<file path="config.mk">
export PLATFORM = sky130hd
export DESIGN_NAME = walk_timer
export DESIGN_NICKNAME = d
export VERILOG_FILES = /design/src/rtl/crossing_pkg.sv /design/src/rtl/tick_prescaler.sv /design/src/rtl/walk_timer.sv
export SDC_FILE = /design/constraint.sdc
export NUM_CORES = 1
export LEC_CHECK = 0
export BUFFER_PORTS_ARGS = -buffer_cell sky130_fd_sc_hd__buf_2
export CAP_MARGIN = 20
export CELL_PAD_IN_SITES_DETAIL_PLACEMENT = 1
export CELL_PAD_IN_SITES_GLOBAL_PLACEMENT = 2
export CORE_MARGIN = 3
export CORE_UTILIZATION = 35
export CTS_CLUSTER_SIZE = 12
export DETAILED_ROUTE_END_ITERATION = 16
export HOLD_SLACK_MARGIN = 0.12
export PLACE_DENSITY_LB_ADDON = 0.1
export SLEW_MARGIN = 15
export SYNTH_ARGS = -nofsm -noshare
export SYNTH_HDL_FRONTEND = slang
export SYNTH_SLANG_ARGS = --single-unit
</file>
<file path="constraint.sdc">
create_clock -name clk -period 3.3 [get_ports clk]
set_clock_uncertainty 0.05 [all_clocks]
set_input_delay 0.165 -clock clk [delete_from_list [all_inputs] [get_ports clk]]
set_output_delay 0.165 -clock clk [all_outputs]
set_load 0.01 [all_outputs]
</file>
<file path="src/rtl/crossing_pkg.sv">
// crossing_pkg: shared encodings for the crossing control unit and its walk timer
// Holds multiplier encodings, timer state enum and the default units-to-cycles ratio.
package crossing_pkg;
  typedef enum logic [1:0] {MULT_1U = 2'b00, MULT_2U = 2'b01, MULT_3U = 2'b10, MULT_4U = 2'b11} mult_e;
  typedef enum logic [1:0] {T_IDLE, T_RUN, T_DONE} tstate_e;
  localparam int DEF_TICK_DIV = 50_000_000;
endpackage

</file>
<file path="src/rtl/tick_prescaler.sv">
// tick_prescaler: divides clk into one-cycle unit ticks
// Ports: clk, reset (sync, active-high), clear (restart count at 0), enable (count this edge),
//        tick (combinational pulse in the cycle whose edge wraps the count from TICK_DIV-1 to 0).
module tick_prescaler #(
  parameter int TICK_DIV = 50_000_000,
  parameter int PRE_W    = 26
) (
  input  logic clk,
  input  logic reset,
  input  logic clear,
  input  logic enable,
  output logic tick
);
  localparam logic [PRE_W-1:0] LAST = PRE_W'(TICK_DIV - 1);
  logic [PRE_W-1:0] cnt_q;
  assign tick = enable && cnt_q == LAST;
  always_ff @(posedge clk)
    cnt_q <= (reset || clear || tick) ? '0 : enable ? cnt_q + PRE_W'(1) : cnt_q;
endmodule

</file>
<file path="src/rtl/walk_timer.sv">
// walk_timer: phase interval timer stepping the crossing controller via proceed
// Ports: clk, reset (sync, active-high), tr (restart timing), multiplier (phase = multiplier+1 units),
//        proceed (one-cycle expiry pulse), busy (timing in progress), units (whole units elapsed).
module walk_timer
  import crossing_pkg::*;
#(
  parameter int TICK_DIV = DEF_TICK_DIV,
  parameter int PRE_W    = 26
) (
  input  logic       clk,
  input  logic       reset,
  input  logic       tr,
  input  logic [1:0] multiplier,
  output logic       proceed,
  output logic       busy,
  output logic [2:0] units
);
  tstate_e    state_q, state_d;
  logic [2:0] units_q, units_d, unit_next, target;
  logic       proceed_q, proceed_d, busy_q, tick, expire;
  tick_prescaler #(.TICK_DIV(TICK_DIV), .PRE_W(PRE_W)) u_pre (
    .clk    (clk),
    .reset  (reset),
    .clear  (tr || expire),
    .enable (state_q == T_RUN && !tr),
    .tick   (tick)
  );
  // target follows the live multiplier so a late-settling or lowered value takes effect at once
  always_comb begin
    unit_next = units_q + {2'b00, tick};
    target    = {1'b0, multiplier} + 3'd1;
    expire    = !tr && state_q == T_RUN && unit_next >= target;
    state_d   = tr ? T_RUN : expire ? T_DONE : state_q;
    units_d   = tr ? 3'd0 : state_q == T_RUN ? unit_next : units_q;
    proceed_d = expire;
  end
  always_ff @(posedge clk) begin
    state_q   <= reset ? T_IDLE : state_d;
    units_q   <= reset ? 3'd0 : units_d;
    proceed_q <= !reset && proceed_d;
    busy_q    <= !reset && state_d == T_RUN;
  end
  assign proceed = proceed_q;
  assign busy    = busy_q;
  assign units   = units_q;
endmodule
</file>
== After elaboration in Yosys (flattened, before gate mapping) ==
Index checks and enable logic that the tools add are counted.
Word-level totals
  flip-flop bits (word level): 33
  output and inout port bits: 5
Operators by class
  reductions and logical operators: 11
  magnitude comparators: 1
  equality and inequality tests: 3
  mux-type cells: 2
  add/subtract/negate cells: 3
Operators with widths (count)
  adder 26 x 1 -> 26 bit, second input constant: 1
  equality test 26 bit, second input constant: 1
  logical AND 1 bit: 5
  equality test 2 x 1 -> 1 bit, second input constant: 2
  2-to-1 mux 2 bit: 2
  adder 2 x 1 -> 3 bit, second input constant: 1
  adder 3 x 1 -> 3 bit: 1
  greater-or-equal comparator 3 bit: 1
  logical OR 1 bit: 3
  logical NOT 1 bit: 2
  OR reduction 2 bit: 1

== Depth between registers and ports, before layout ==
  word-level depth: 10
  mapped depth: 14

== Modules after synthesis ==
From an unflattened synthesis, not the netlist that was laid out.
Unflattened totals
  cells, all modules: 185
  area total of the unflattened synthesis: 1709.1 um^2
By module, submodules not included
  tick_prescaler: sequential area each 520.5 um^2, cells an instance 142, area each 1307.5 um^2, instances 1
  walk_timer: sequential area each 140.1 um^2, cells an instance 43, area each 401.6 um^2, instances 1

== Worst setup path before layout ==
Ideal clock, no wire load.
  path type: reg2reg
  start point: register u_pre.cnt_q[0]
  end point: register u_pre.cnt_q[3]
  slack: 0.122 ns
  required time: 3.172 ns
  data arrival time: 3.050 ns
  setup time: 0.078 ns
  stages on the path, launching flop included: 15
  path buffers: 2
  cell sequence: dfxtp_1 ha_1 and4bb_2 nand3_4 clkbuf_1 nor3_1 ha_1 ha_1 xor2_1 ha_1 a21o_1 a31oi_1 o31ai_4 clkbuf_1 nor3_1
On the way
  word-level cells in the longest chain between the ends: 8
Ends and longest elaborated chain
  from (decl): line tick_prescaler.sv:15  | logic [PRE_W-1:0] cnt_q;
  from (signal assigned): line tick_prescaler.sv:18  | cnt_q <= (reset || clear || tick) ? '0 : enable ? cnt_q + PRE_W'(1) : cnt_q;
  equality test 26 bit: line tick_prescaler.sv:16  | assign tick = enable && cnt_q == LAST;
  logical AND 1 bit: line tick_prescaler.sv:16
  adder 3 x 1 -> 3 bit: line walk_timer.sv:30  | unit_next = units_q + {2'b00, tick};
  via unit_next[2]: line walk_timer.sv:19  | logic [2:0] units_q, units_d, unit_next, target;
  greater-or-equal comparator 3 bit: line walk_timer.sv:32  | expire = !tr && state_q == T_RUN && unit_next >= target;
  logical AND 1 bit: line walk_timer.sv:32
  logical OR 1 bit: line walk_timer.sv:24  | .clear (tr || expire),
  logical OR 1 bit (2 in a row): line tick_prescaler.sv:18
The timed path passes the listed nets, and every way through them passes these cells.
A chain may end at the register's enable or synchronous reset.

== Worst setup path in the final report ==
  start point: register u_pre.cnt_q[0]
  end point: register u_pre.cnt_q[15]
The elaborated chain is that of the path after synthesis.

==> impl_metrics.env <==
export IMPL_avgRoutedWirePerCell_um=16.7
export IMPL_dpl_cell_area_um2=2100
export IMPL_synthFlopType="dfxtp_1"
export IMPL_cp_arrival_ns=3.20
export IMPL_nNetsFinal=239
export IMPL_synth_edf_count=0
export IMPL_fin_crit_ns=3.05
export IMPL_dieArea_um2=6440
export IMPL_setup_viol=0
export IMPL_clk_path_buf_depth=2
export IMPL_avgSynthCellArea_um2=9.55
export IMPL_gp_congestion=0.778
export IMPL_htree_levels=2
export IMPL_hp_class="in -> reg"
export IMPL_clk_latency_ns=0.28
export IMPL_fp_dieW_um=80.2
export IMPL_synth_top_area_frac=0.342
export IMPL_num_vias=1671
export IMPL_finalPower_mw=0.761
export IMPL_synth_warnings=0
export IMPL_grt_overflow=0
export IMPL_drc_errors=0
export IMPL_drt_initial_drc_count=78
export IMPL_synthArstFlopShare=0
export IMPL_synth_area_leaders="dfxtp_1, xor2_1, ha_1"
export IMPL_cts_clk_slew_worst_paths_ns=0.07
export IMPL_grt_max_degree=17
export IMPL_dp_hpwl_mm=3.70
export IMPL_synth_seq_area_share=0.342
export IMPL_drv_slew=0
export IMPL_antenna_found_initial=0
export IMPL_status="finished, final reports clean"
export IMPL_drv_cap=0
export IMPL_worstPathMaxFanout=9
export IMPL_initial_core_util=0.371
export IMPL_coreArea_um2=5200
export IMPL_hold_ws_ns=0.218
export IMPL_viasPerCell=5.63
export IMPL_layout_common_cells="dfxtp_1, buf_4, nor3_1, nor2_1, nand2_1"
export IMPL_final_setup_tns_ns=0
export IMPL_wl_mm=4.96
export IMPL_critPathCaptureType="flip-flop"
export IMPL_critPathKind="reg -> reg"
export IMPL_rsz0062_at_grt="false"
export IMPL_layout_cells_non_filler=297
export IMPL_syn_inst=202
export IMPL_cts_tree="done"
export IMPL_rows=26
export IMPL_synth_largest_area_cell="dfxtp_1"
export IMPL_cts_sinks=33
export IMPL_cts_buffers=5
export IMPL_firstDrtPassIters=4
export IMPL_powerDensity_nw_per_um2=346
export IMPL_syn_num_nets=214
export IMPL_fin_area_um2=2200
export IMPL_grt_pass1_vias=1754
export IMPL_fmax_ghz=0.327
export IMPL_leakage_nw=0.807
export IMPL_cts_root_buf="clkbuf_8"
export IMPL_slew_limit_headroom=0.497
export IMPL_peakVddDrop_v=0.000153
export IMPL_drive_gt1_frac=0.247
export IMPL_tightestPinTransition_ns=0.748
export IMPL_cp_start_kind="flip-flop"
export IMPL_finalHoldViolations=0
export IMPL_port_buffers=9
export IMPL_layout_commonest_cell="dfxtp_1"
export IMPL_grtUsageTotal=0.168
export IMPL_num_antenna_cells=0
export IMPL_critPathRequiredTime_ns=3.45
export IMPL_synthDistinctLibCells=45
export IMPL_area_delta_synth_final_pct=14.0
export IMPL_post_route_period_util=0.925
export IMPL_placed_cells=288
export IMPL_syn_area_um2=1930
export IMPL_final_antenna_net_count=0
export IMPL_rrSetupSlack_ns=0.25
export IMPL_ys_seq_elements=33
export IMPL_ios=10
export IMPL_grt_pass1_wl_mm=8.47
export IMPL_die_h_um=80.2
critical path, stage by stage, from the launching register on:
cell and delay, ns:
dfxtp_1 0.37, ha_1 0.16, and4bb_2 0.28, nand3_4 0.08
nor3_1 0.21, ha_1 0.18, ha_1 0.17, xor2_1 0.16
ha_1 0.27, a21o_1 0.17, a31oi_1 0.29, o31ai_4 0.14
buf_4 0.20, a211oi_1 0.23
flip-flops by register name, indices dropped and copies added (netlist names):
signal / flops
state_q: 2
proceed: 1
units: 3
u_pre.cnt_q: 26
busy: 1
Yosys cell counts, types with 6 or more instances:
cell,instances
dfxtp_1,33
nor3_1,13
nand2_1,12
nor2_1,12
xor2_1,11
nand4_1,10
nand3_1,9
o31ai_1,8
a211oi_1,7
ha_1,7
buf_6,6
or3_1,6
layout make-up:
type	count	area, µm²
clock buffer	7	86.3
fill	615	3010
inverter	4	15.0
multi-input combinational	152	1130
sequential	33	661
tap	70	87.6
timing repair buffer	31	220
routing by layer:
layer,GRT usage,up-vias,share of wire
met5,0,-,0
met4,0.0405,0,0.0081
met3,0.0348,5,0.023
met2,0.310,15,0.52
met1,0.196,844,0.45
li1,-,807,-
power by group:
part	internal [mW]	switching, mW	total (mW)
registers	0.401	0.00182	0.403
logic	0.0173	0.0263	0.0437
clock network	0.166	0.148	0.314
timing repair:
| item | in CTS | in global routing |
|---|---|---|
| endpoints found under the setup margin | 0 | 8 |
| endpoints found under the hold margin | 7 | 0 |
| resized for setup | 0 | 0 |
| hold buffers | 1 | 0 |
| setup buffers | 0 | 1 |
per-stage QoR:
step / worst slack, ns / utilization
after detailed placement: 0.126 / 0.403
after CTS: 0.108 / 0.421
final: 0.246 / 0.423
after floorplan: 0.122 / -
after global routing: 0.00560 / 0.423
after global placement: 0.00747 / 0.400
final timing paths:
check,from,to,cells after the start
max,u_pre.cnt_q[0]$_SDFFE_PP0P_,u_pre.cnt_q[15]$_SDFFE_PP0P_,13
min,tr,units[1]$_SDFFE_PP0N_,3
max reg2reg,u_pre.cnt_q[0]$_SDFFE_PP0P_,u_pre.cnt_q[15]$_SDFFE_PP0P_,13
min reg2reg,state_q[1]$_SDFF_PP0_,state_q[1]$_SDFF_PP0_,2
logic make-up (layout without fill, tap and decap cells):
group / count (synthesis) / in the layout / synth area share
adder cells (fa/ha/maj): 7 / 7 / 0.0454
AO/OA/AOI/OAI: 33 / 33 / 0.135
flip-flops: 33 / 33 / 0.342
multiplexers: 3 / 3 / 0.0156
AND/OR/NAND/NOR: 96 / 96 / 0.331
XOR/XNOR: 13 / 13 / 0.0590
buffers and inverters: 17 / 42 / 0.0720
(Power assumes the default switching activity.)
